File: src/rtl/mem_arbiter_if.sv
`default_nettype none
// ============================================================================
// mem_arbiter_if
// Request/response bundle between the I/D requesters, memory and mem_arbiter.
// Revision: 1.0
// ============================================================================
interface mem_arbiter_if;
  logic        icache_req_valid;
  logic [63:0] icache_req_addr;
  logic        icache_req_ack;
  logic [3:0]  icache_req_tag;

  logic        dcache_req_valid;
  logic [1:0]  dcache_req_command;
  logic [63:0] dcache_req_addr;
  logic [63:0] dcache_req_data;
  logic        dcache_req_ack;
  logic [3:0]  dcache_req_tag;

  logic [1:0]  proc2mem_command;
  logic [63:0] proc2mem_addr;
  logic [63:0] proc2mem_data;
  logic [3:0]  mem2proc_response;
  logic [63:0] mem2proc_data;
  logic [3:0]  mem2proc_tag;

  logic        icache_rd_valid;
  logic        dcache_rd_valid;
  logic [63:0] rd_data;
  logic [3:0]  rd_tag;
  logic [4:0]  outstanding_cnt;
  logic        tag_err;

  // slave is the arbiter; master is the environment (requesters and memory).
  modport slave (
    input  icache_req_valid, icache_req_addr,
    output icache_req_ack, icache_req_tag,
    input  dcache_req_valid, dcache_req_command, dcache_req_addr, dcache_req_data,
    output dcache_req_ack, dcache_req_tag,
    output proc2mem_command, proc2mem_addr, proc2mem_data,
    input  mem2proc_response, mem2proc_data, mem2proc_tag,
    output icache_rd_valid, dcache_rd_valid, rd_data, rd_tag,
    output outstanding_cnt, tag_err
  );

  modport master (
    output icache_req_valid, icache_req_addr,
    input  icache_req_ack, icache_req_tag,
    output dcache_req_valid, dcache_req_command, dcache_req_addr, dcache_req_data,
    input  dcache_req_ack, dcache_req_tag,
    input  proc2mem_command, proc2mem_addr, proc2mem_data,
    output mem2proc_response, mem2proc_data, mem2proc_tag,
    input  icache_rd_valid, dcache_rd_valid, rd_data, rd_tag,
    input  outstanding_cnt, tag_err
  );
endinterface
`default_nettype wire

File: src/rtl/mem_arbiter.sv
`default_nettype none
// ============================================================================
// mem_arbiter
// Two-requester memory arbiter with starvation guard and tag owner table.
// Revision: 1.0
// ============================================================================
module mem_arbiter #(
  parameter int STARVE_LIMIT = 4
) (
  input  logic          clock,
  input  logic          reset,
  mem_arbiter_if.slave  bus
);

  localparam logic [1:0] c_BUS_NONE  = 2'd0;
  localparam logic [1:0] c_BUS_LOAD  = 2'd1;
  localparam int         c_SW        = (STARVE_LIMIT < 1) ? 1 : $clog2(STARVE_LIMIT + 1);
  localparam logic [c_SW-1:0] c_LIMIT = c_SW'(STARVE_LIMIT);

  typedef enum logic [1:0] {
    IDLE   = 2'd0,
    HOLD_I = 2'd1,
    HOLD_D = 2'd2
  } state_e;

  state_e          state_q, state_d;
  logic [c_SW-1:0] starve_q, starve_d;
  logic [15:0]     valid_q, valid_d;
  logic [15:0]     owner_q, owner_d;     // 1 = D owns the tag
  logic            tag_err_q, tag_err_d;

  logic       grant_i, grant_d, both;
  logic       resp_nz, ack_i, ack_d, load_acc;
  logic       ret_hit, ret_miss, acc_clash;
  logic [4:0] cnt;

  // Grant: a held requester keeps the bus while valid, otherwise arbitrate.
  always_comb begin
    grant_i = 1'b0;
    grant_d = 1'b0;
    both    = bus.icache_req_valid && bus.dcache_req_valid;
    if (!reset) begin
      if (state_q == HOLD_I && bus.icache_req_valid) begin
        grant_i = 1'b1;
      end else if (state_q == HOLD_D && bus.dcache_req_valid) begin
        grant_d = 1'b1;
      end else if (both) begin
        if (starve_q == c_LIMIT) grant_i = 1'b1;
        else                     grant_d = 1'b1;
      end else begin
        grant_i = bus.icache_req_valid;
        grant_d = bus.dcache_req_valid;
      end
    end
  end

  assign resp_nz  = (bus.mem2proc_response != 4'd0);
  assign ack_i    = grant_i && resp_nz;
  assign ack_d    = grant_d && resp_nz;
  assign load_acc = ack_i || (ack_d && bus.dcache_req_command == c_BUS_LOAD);

  assign ret_hit   = !reset && (bus.mem2proc_tag != 4'd0) &&  valid_q[bus.mem2proc_tag];
  assign ret_miss  = !reset && (bus.mem2proc_tag != 4'd0) && !valid_q[bus.mem2proc_tag];
  assign acc_clash = load_acc && valid_q[bus.mem2proc_response] &&
                     !(ret_hit && bus.mem2proc_tag == bus.mem2proc_response);

  always_comb begin
    state_d   = IDLE;
    starve_d  = starve_q;
    valid_d   = valid_q;
    owner_d   = owner_q;
    tag_err_d = tag_err_q | ret_miss | acc_clash;

    if ((grant_i || grant_d) && !resp_nz) begin
      state_d = grant_i ? HOLD_I : HOLD_D;
    end

    if (grant_i) begin
      starve_d = '0;
    end else if (grant_d && bus.icache_req_valid && starve_q != c_LIMIT) begin
      starve_d = starve_q + c_SW'(1);
    end

    // Clear the returning entry before setting the accepted one so a same-tag
    // return/accept leaves the entry valid with the new owner.
    if (ret_hit) begin
      valid_d[bus.mem2proc_tag] = 1'b0;
    end
    if (load_acc) begin
      valid_d[bus.mem2proc_response] = 1'b1;
      owner_d[bus.mem2proc_response] = ack_d;
    end
  end

  always_ff @(posedge clock) begin
    if (reset) begin
      state_q   <= IDLE;
      starve_q  <= '0;
      valid_q   <= '0;
      owner_q   <= '0;
      tag_err_q <= 1'b0;
    end else begin
      state_q   <= state_d;
      starve_q  <= starve_d;
      valid_q   <= valid_d;
      owner_q   <= owner_d;
      tag_err_q <= tag_err_d;
    end
  end

  always_comb begin
    cnt = 5'd0;
    for (int k = 1; k < 16; k++) begin
      cnt = cnt + {4'd0, valid_q[k]};
    end
  end

  assign bus.proc2mem_command = grant_i ? c_BUS_LOAD :
                                grant_d ? bus.dcache_req_command : c_BUS_NONE;
  assign bus.proc2mem_addr    = grant_i ? bus.icache_req_addr :
                                grant_d ? bus.dcache_req_addr : 64'd0;
  assign bus.proc2mem_data    = grant_d ? bus.dcache_req_data : 64'd0;

  assign bus.icache_req_ack   = ack_i;
  assign bus.dcache_req_ack   = ack_d;
  assign bus.icache_req_tag   = ack_i ? bus.mem2proc_response : 4'd0;
  assign bus.dcache_req_tag   = ack_d ? bus.mem2proc_response : 4'd0;

  assign bus.icache_rd_valid  = ret_hit && !owner_q[bus.mem2proc_tag];
  assign bus.dcache_rd_valid  = ret_hit &&  owner_q[bus.mem2proc_tag];
  assign bus.rd_data          = bus.mem2proc_data;
  assign bus.rd_tag           = bus.mem2proc_tag;

  assign bus.outstanding_cnt  = reset ? 5'd0 : cnt;
  assign bus.tag_err          = tag_err_q && !reset;

endmodule
`default_nettype wire

File: src/flat_wrapper.sv
// flat-port wrapper written by rule: the top's interface ports become plain ports
module mem_arbiter_flat 
#(
  parameter int STARVE_LIMIT = 4
)
  (clock, reset, bus_icache_req_valid, bus_icache_req_addr, bus_icache_req_ack, bus_icache_req_tag, bus_dcache_req_valid, bus_dcache_req_command, bus_dcache_req_addr, bus_dcache_req_data, bus_dcache_req_ack, bus_dcache_req_tag, bus_proc2mem_command, bus_proc2mem_addr, bus_proc2mem_data, bus_mem2proc_response, bus_mem2proc_data, bus_mem2proc_tag, bus_icache_rd_valid, bus_dcache_rd_valid, bus_rd_data, bus_rd_tag, bus_outstanding_cnt, bus_tag_err);
  mem_arbiter_if bus_i ();
  input  logic clock;
  input  logic reset;
  input wire logic [$bits(bus_i.icache_req_valid)-1:0] bus_icache_req_valid;
  input wire logic [$bits(bus_i.icache_req_addr)-1:0] bus_icache_req_addr;
  output wire logic [$bits(bus_i.icache_req_ack)-1:0] bus_icache_req_ack;
  output wire logic [$bits(bus_i.icache_req_tag)-1:0] bus_icache_req_tag;
  input wire logic [$bits(bus_i.dcache_req_valid)-1:0] bus_dcache_req_valid;
  input wire logic [$bits(bus_i.dcache_req_command)-1:0] bus_dcache_req_command;
  input wire logic [$bits(bus_i.dcache_req_addr)-1:0] bus_dcache_req_addr;
  input wire logic [$bits(bus_i.dcache_req_data)-1:0] bus_dcache_req_data;
  output wire logic [$bits(bus_i.dcache_req_ack)-1:0] bus_dcache_req_ack;
  output wire logic [$bits(bus_i.dcache_req_tag)-1:0] bus_dcache_req_tag;
  output wire logic [$bits(bus_i.proc2mem_command)-1:0] bus_proc2mem_command;
  output wire logic [$bits(bus_i.proc2mem_addr)-1:0] bus_proc2mem_addr;
  output wire logic [$bits(bus_i.proc2mem_data)-1:0] bus_proc2mem_data;
  input wire logic [$bits(bus_i.mem2proc_response)-1:0] bus_mem2proc_response;
  input wire logic [$bits(bus_i.mem2proc_data)-1:0] bus_mem2proc_data;
  input wire logic [$bits(bus_i.mem2proc_tag)-1:0] bus_mem2proc_tag;
  output wire logic [$bits(bus_i.icache_rd_valid)-1:0] bus_icache_rd_valid;
  output wire logic [$bits(bus_i.dcache_rd_valid)-1:0] bus_dcache_rd_valid;
  output wire logic [$bits(bus_i.rd_data)-1:0] bus_rd_data;
  output wire logic [$bits(bus_i.rd_tag)-1:0] bus_rd_tag;
  output wire logic [$bits(bus_i.outstanding_cnt)-1:0] bus_outstanding_cnt;
  output wire logic [$bits(bus_i.tag_err)-1:0] bus_tag_err;
  assign bus_i.icache_req_valid = bus_icache_req_valid;
  assign bus_i.icache_req_addr = bus_icache_req_addr;
  assign bus_icache_req_ack = bus_i.icache_req_ack;
  assign bus_icache_req_tag = bus_i.icache_req_tag;
  assign bus_i.dcache_req_valid = bus_dcache_req_valid;
  assign bus_i.dcache_req_command = bus_dcache_req_command;
  assign bus_i.dcache_req_addr = bus_dcache_req_addr;
  assign bus_i.dcache_req_data = bus_dcache_req_data;
  assign bus_dcache_req_ack = bus_i.dcache_req_ack;
  assign bus_dcache_req_tag = bus_i.dcache_req_tag;
  assign bus_proc2mem_command = bus_i.proc2mem_command;
  assign bus_proc2mem_addr = bus_i.proc2mem_addr;
  assign bus_proc2mem_data = bus_i.proc2mem_data;
  assign bus_i.mem2proc_response = bus_mem2proc_response;
  assign bus_i.mem2proc_data = bus_mem2proc_data;
  assign bus_i.mem2proc_tag = bus_mem2proc_tag;
  assign bus_icache_rd_valid = bus_i.icache_rd_valid;
  assign bus_dcache_rd_valid = bus_i.dcache_rd_valid;
  assign bus_rd_data = bus_i.rd_data;
  assign bus_rd_tag = bus_i.rd_tag;
  assign bus_outstanding_cnt = bus_i.outstanding_cnt;
  assign bus_tag_err = bus_i.tag_err;
  mem_arbiter #(.STARVE_LIMIT(STARVE_LIMIT)) u_core (.clock(clock), .reset(reset), .bus(bus_i));
endmodule
File: config.mk
export PLATFORM = sky130hd
export DESIGN_NAME = mem_arbiter_flat
export DESIGN_NICKNAME = d
export VERILOG_FILES = /design/src/rtl/mem_arbiter_if.sv /design/src/rtl/mem_arbiter.sv /design/src/flat_wrapper.sv
export SDC_FILE = /design/constraint.sdc
export NUM_CORES = 1
export LEC_CHECK = 0
export CORE_AREA = 4 4 185 187
export CTS_CLUSTER_SIZE = 20
export DETAILED_ROUTE_END_ITERATION = 8
export DIE_AREA = 0 0 189 191
export SETUP_SLACK_MARGIN = 0.5
export SLEW_MARGIN = 20
export SYNTH_ARGS = -nofsm -noshare
export SYNTH_HDL_FRONTEND = slang
export SYNTH_SLANG_ARGS = --single-unit
File: constraint.sdc
create_clock -name clock -period 5.4 [get_ports clock]
set_input_delay 0.81 -clock clock [delete_from_list [all_inputs] [get_ports clock]]
set_output_delay 0.81 -clock clock [all_outputs]
set_load 0.005 [all_outputs]
==> results of run 1 <==
-- cells by family after synthesis --
logic type	Yosys count	synth area share
xor+xnor	7	0.0146
compound gates	123	0.221
mux	32	0.115
simple gates	142	0.201
fa+ha+maj	17	0.0666
flops	38	0.181
buf+inv	144	0.200
-- report_power, final --
group	switching (uW)	internal, uW	leakage [uW]
combinational	171	275	0.00273
sequential	2.12	283	0.000308
clock	122	265	0.0000940
-- final timing paths --
kind,end,slack (ns),cells past startpoint
max,bus_outstanding_cnt[4],0.67,12
min,u_core.owner_q[0]$_SDFFE_PP0P_,0.47,1
max reg2reg,u_core.owner_q[3]$_SDFFE_PP0P_,2.63,8
min reg2reg,u_core.owner_q[0]$_SDFFE_PP0P_,0.47,1
-- state kept, by name, indices dropped and copies added, names as in the netlist --
register	cells
u_core.state_q	2
u_core.valid_q	16
u_core.starve_q	3
u_core.owner_q	16
u_core.tag_err_q	1
-- metrics by stage --
| step | utilization | cell area (um^2) | worst slack [ns] | hold slack (ns) | total power [uW] |
|---|---|---|---|---|---|
| 2_1_floorplan | - | 4210 | 1.21 | 0.433 | 452 |
| 3_3_place_gp | 0.237 | 7680 | 0.647 | 0.457 | 739 |
| 3_5_place_dp | 0.237 | 7680 | 0.603 | 0.463 | 736 |
| 4_1_cts | 0.243 | 7880 | 0.346 | 0.472 | 1130 |
| 5_1_grt | 0.243 | 7900 | 0.467 | 0.505 | 1160 |
| 6_report | 0.243 | 7900 | 0.669 | 0.469 | 1120 |
-- cells in the final DEF, fill, tap and decap left out, types with 2 or more instances in the layout --
cell,n
clkdlybuf4s50_1,349
and3_1,69
a22o_1,64
dfxtp_1,36
inv_1,25
nand2b_1,19
mux2i_1,18
a21oi_1,16
o21ai_0,15
buf_4,14
nor2_1,13
mux4_2,13
nand2_1,11
nor2b_1,10
o2111ai_1,9
ha_1,7
o211ai_1,6
fa_1,6
and2_1,5
xor2_1,5
clkbuf_16,5
a21o_1,3
o21ai_1,3
fa_2,3
a21oi_2,2
nor4_1,2
and4b_1,2
or2_2,2
nand4_1,2
bufinv_16,2
clkbuf_2,2
dfxtp_2,2
-- timing repair --
item | CTS | global route
hold buffers | 0 | 0
pin swaps | 1 | 4
gates resized for setup | 5 | 13
endpoints found under the setup margin | 4 | 4
-- final cells by class --
type | count | area (um^2) | area share
multi-input cells | 321 | 2640 | 0.335
diodes | 1 | 2.50 | 0.000317
clock inverters | 3 | 68.8 | 0.00871
inverters | 25 | 93.8 | 0.0119
flip-flops and latches | 38 | 763 | 0.0966
well taps | 442 | 553 | 0.0700
clock buffers | 5 | 125 | 0.0158
repair buffers | 368 | 3650 | 0.462
-- layer usage --
| layer | vias up | wire length (um) |
|---|---|---|
| met5 | - | 13 |
| met1 | 2330 | 11500 |
| met2 | 282 | 14200 |
| li1 | 2260 | - |
| met3 | 15 | 2920 |
| met4 | 2 | 331 |
-- synthesized netlist by cell type (3+ instances only) --
cell type	number
fa_1	9
inv_1	25
nand2_1	11
and2_1	6
o21ai_1	3
and3_1	69
a22o_1	64
a21oi_1	18
mux4_2	13
buf_6	4
a21o_1	3
mux2i_1	18
nor2_1	13
o21ai_0	15
buf_4	68
buf_2	14
nor2b_1	11
nand2b_1	19
o2111ai_1	9
dfxtp_1	38
ha_1	8
xor2_1	5
clkbuf_1	31
o211ai_1	6
-- critical path: stages, from the launching register on --
cell	delay [ns]
dfxtp_2	0.34
ha_1	0.29
inv_1	0.07
fa_1	0.43
fa_2	0.55
fa_2	0.44
fa_1	0.48
inv_1	0.04
ha_2	0.18
fa_2	0.39
a21oi_2	0.14
nor3b_1	0.05
clkdlybuf4s15_1	0.22
==> qor.txt, run 1 <==
Core ar. - 32500 um^2
Fmax - 211 MHz
Crit Path Class - flop to primary output
Worst Tran Pin Value - 0.712 ns
Clock Latency Late Sink - 0.28 ns
Max Cap Viol - 0
M2 GR Usage - 0.259
Largest cells by area after synthesis - dfxtp_1, a22o_1, buf_4
Dpl cells - 1194
Post-synth top area share - 0.181
Pin count of the biggest net entering global routing - 73
CTS tree - built
Slew margin rel. - 0.524
Ys Warns - 0
Initial Utilization - 0.130
# rows - 66
Busiest grt layer - met2
Sink Count - 38
Crit end category - primary output
DRC - 0
Final Skew - 0.00544 ns
Synth Cell Area - 4210 um^2
Hold Crit Class - flop to flop
Vias in the first global route - 4855
WL per Instance - 24.1 um
Filler cells - 3506
Detail Placement HPWL - 24.5 mm
CP required - 4.59 ns
Hold Startpoint - u_core.owner_q[0]$_SDFFE_PP0P_
Mean Syn Cell Area - 8.36 um^2
CTS root buf - clkbuf_16
TNS Setup - 0 ns
Total Wirelength - 29.0 mm
H-Tree Depth - 2
Final #Nets - 1046
Seq/Total Area, Yosys - 0.181
CTS clk-pin slew, worst paths - 0.06 ns
Post-Syn Instances - 503
Synth Register Bits - 38
Main synth FF type - dfxtp_1
Die height - 191 um
CTS Buffer Depth - 2
Startpoint Class - flop
Critical Path Source - u_core.valid_q[1]$_SDFF_PP0_
M1 GR Usage - 0.178
Ys async rst share - 0
Layout cell share with drive strength beyond 1 - 0.0724
Post-synth top area cell - dfxtp_1
Status - complete, no violations
Setup Buffers After CTS - 0
Peak VDD IR - 0.164 mV
First-pass GRT wire length - 38.5 mm
Initial antenna violation count - 1
Die area - 36100 um^2
Final Cycle Share - 0.876
Final ANT Viol Nets - 0
Arr. time, crit path - 3.92 ns
Cell variety after synth - 41
CP Max Fanout - 4
Final Max Slew Viols - 0
Via count - 4889
GRT overflow - 0
Total CTS buffers - 5
RSZ-0062 raised after global routing - no
IO Pins - 486
Initial DRC count - 326
Post-route insts no fill - 1203
Final setup violation count - 0
Worst reg2reg startpoint - u_core.starve_q[0]$_SDFFE_PP0P_
PortBufs - 357
Hold Vio Cnt, Final - 0
Fin crit period - 4.73 ns
Grt met3 use - 0.0513
Synthesis-to-finish area growth - 87.8%
Placer Congestion - 0.977
Vias per Instance - 4.06
Drt pass-1 iters - 5
PwrDens - 142 nW/um^2
Synth Net Count - 790
Horiz. Die Dim - 189 um
Leak - 0.00313 uW
Post-synth EDFFs - 0
All-Layer GR Usage - 0.147
Power figures use the tool's default switching activity.
==> run 2, diff against run 1 <==
- CELL_PAD_IN_SITES_DETAIL_PLACEMENT: not set -> 2
- CELL_PAD_IN_SITES_GLOBAL_PLACEMENT: not set -> 2
- CORE_AREA: 4 4 185 187 -> not set
- CORE_ASPECT_RATIO: not set -> 0.7
- CORE_MARGIN: not set -> 4
- CORE_UTILIZATION: not set -> 13
- DIE_AREA: 0 0 189 191 -> not set
- PLACE_DENSITY_LB_ADDON: not set -> 0.1
==> qor.txt, run 2 (same netlist as run 1, synthesis figures left out) <==
Status - complete, no violations
# rows - 54 (-18%)
Peak VDD IR - 0.104 mV (-36%)
CP cell instances - ha_1, inv_1, fa_1, fa_2, fa_2, fa_1, inv_1, ha_2, nor2b_1, clkdlybuf4s50_1
Initial antenna violation count - 10 (+9)
H-Tree Depth - 2 (unchanged)
CTS clk-pin slew, worst paths - 0.07 ns (about the same)
CP max stage cell - fa_2
Sink Count - 38 (unchanged)
Fin crit period - 4.78 ns (+0.0498 ns)
Slew margin rel. - 0.437 (-0.0864)
Delay-heaviest family, CP - adder cells
WL per Instance - 28.3 um (+17%)
Final Max Slew Viols - 0 (unchanged)
Detail Placement HPWL - 28.1 mm (+15%)
CTS Buffer Depth - 2 (unchanged)
FF-to-FF setup slack - 2.61 ns (-0.02 ns)
Leak - 0.00308 uW (-1.6%)
RSZ-0062 raised after global routing - yes
Post-route insts no fill - 1181 (-1.8%)
Max stage delay on crit path - 0.57 ns (+0.02 ns)
Worst Hold Path Cells - 1 (unchanged)
Final #Nets - 1045 (-0.096%)
CTS root buf - clkbuf_16
Leading cell type in the layout, fill and taps excluded - clkdlybuf4s50_1
Dpl cells - 1171 (-1.9%)
Total CTS buffers - 5 (unchanged)
Die area - 35300 um^2 (-2.1%)
Drt pass-1 iters - 4 (-1)
Reg2reg path depth - 8 (unchanged)
Worst hold endpoint - u_core.owner_q[0]$_SDFFE_PP0P_
Clock Latency Late Sink - 0.29 ns (about the same)
CP required - 4.59 ns (about the same)
Worst reg2reg startpoint - u_core.starve_q[0]$_SDFFE_PP0P_
Hold Crit Class - flop to flop
Layout cell share with drive strength beyond 1 - 0.0672 (-0.00517)
Commonest cells after routing, fill and taps aside - clkdlybuf4s50_1, and3_1, a22o_1
Final setup violation count - 0 (unchanged)
Final Skew - 0.0122 ns (+0.00675 ns)
Vias in the first global route - 5490 (+13%)
Max Cap Viol - 0 (unchanged)
PortBufs - 357 (unchanged)
Final ANT Viol Nets - 0 (unchanged)
Worst r2r dst - u_core.owner_q[7]$_SDFFE_PP0P_
First-pass GRT wire length - 45.7 mm (+19%)
Hold Vio Cnt, Final - 0 (unchanged)
CP Max Fanout - 4 (unchanged)
PwrDens - 132 nW/um^2 (-6.8%)
Placer Congestion - 0.904 (-7.5%)
Worst Tran Pin Value - 0.842 ns (+0.129 ns)
Total Wirelength - 33.4 mm (+15%)
Final Cycle Share - 0.885 (+0.00921)
Hold Startpoint - u_core.owner_q[0]$_SDFFE_PP0P_
Startpoint Class - flop
Crit Path Class - flop to primary output
IO Pins - 486 (unchanged)
Initial DRC count - 257 (-21%)
Initial Utilization - 0.133 (+0.00370)
Horiz. Die Dim - 223 um (+18%)
GRT overflow - 0 (unchanged)
Crit end category - primary output
Fmax - 209 MHz (-1.0%)
CTS tree - built
Arr. time, crit path - 3.97 ns (+0.05 ns)
Core ar. - 31600 um^2 (-2.8%)
Pin count of the biggest net entering global routing - 88 (+21%)
All-Layer GR Usage - 0.179 (+0.0321)
TNS Setup - 0 ns (unchanged)
Via count - 4953 (+1.3%)
Vias per Instance - 4.19 (+3.2%)
Biggest regs - u_core.owner_q (16), u_core.valid_q (16), u_core.starve_q (3)
Synthesis-to-finish area growth - 85.9%
Die height - 159 um (-17%)
CP bufs+invs - 3 (unchanged)
DRC - 0 (unchanged)
## run 2: area by class of cell
cell class	count	area, um^2
inverters	25	93.8
fillers	3547	23700
clock buffers	7	143
well taps	420	526
flip-flops and latches	38	763
repair buffers	367	3640
diodes	2	5.00
clock inverters	1	5.00
multi-input cells	321	2640
## run 2: how the worst max path moves through the flow
stage,startpoint,cells past startpoint,end
2_1_floorplan,u_core.valid_q[1]$_SDFF_PP0_,12,bus_outstanding_cnt[3]
3_3_place_gp,u_core.valid_q[1]$_SDFF_PP0_,13,bus_outstanding_cnt[3]
3_5_place_dp,u_core.valid_q[1]$_SDFF_PP0_,13,bus_outstanding_cnt[3]
4_1_cts,u_core.valid_q[1]$_SDFF_PP0_,13,bus_outstanding_cnt[3]
5_1_grt,u_core.valid_q[1]$_SDFF_PP0_,13,bus_outstanding_cnt[3]
6_report,u_core.valid_q[1]$_SDFF_PP0_,10,bus_outstanding_cnt[0]
## run 2: stage by stage
stage	total power, uW	hold slack [ns]	utilization	worst slack [ns]	area (um^2)
after floorplan	452	0.433	-	1.21	4210
after global placement	730	0.461	0.243	0.566	7660
after detailed placement	734	0.465	0.243	0.479	7660
after CTS	1050	0.474	0.248	0.422	7820
after global routing	1080	0.505	0.248	0.450	7820
final	1030	0.471	0.248	0.619	7820
## run 2: power breakdown
group          switching, uW  leakage, uW  internal (uW)  total [uW]
clock network            124    0.0000739            184         308
logic                    163      0.00270            275         438
registers               2.19     0.000308            283         286
## run 2: repair_timing
item                       CTS  global route
resized for setup           15             8
hold buffers                 0             0
buffers inserted             0             0
pin swaps                    4             6
setup endpoints to repair    4             4
## run 2: layer usage
metal	wire length (um)	up-vias	global-route usage
met1	11700	2442	0.184
li1	-	2253	-
met2	18100	204	0.352
met3	2770	36	0.0660
met4	676	18	0.0311
met5	194	-	0.0175
## run 2: worst register-to-register path, delay by kind of cell (launching register included)
family,cells,cell delay [ns]
buffers and inverters,2,0.60
DFF,1,0.34
adders and majority gates,1,0.21
muxes,1,0.19
AOI/OAI and AO/OA,2,0.47
and+or+nand+nor,2,0.89
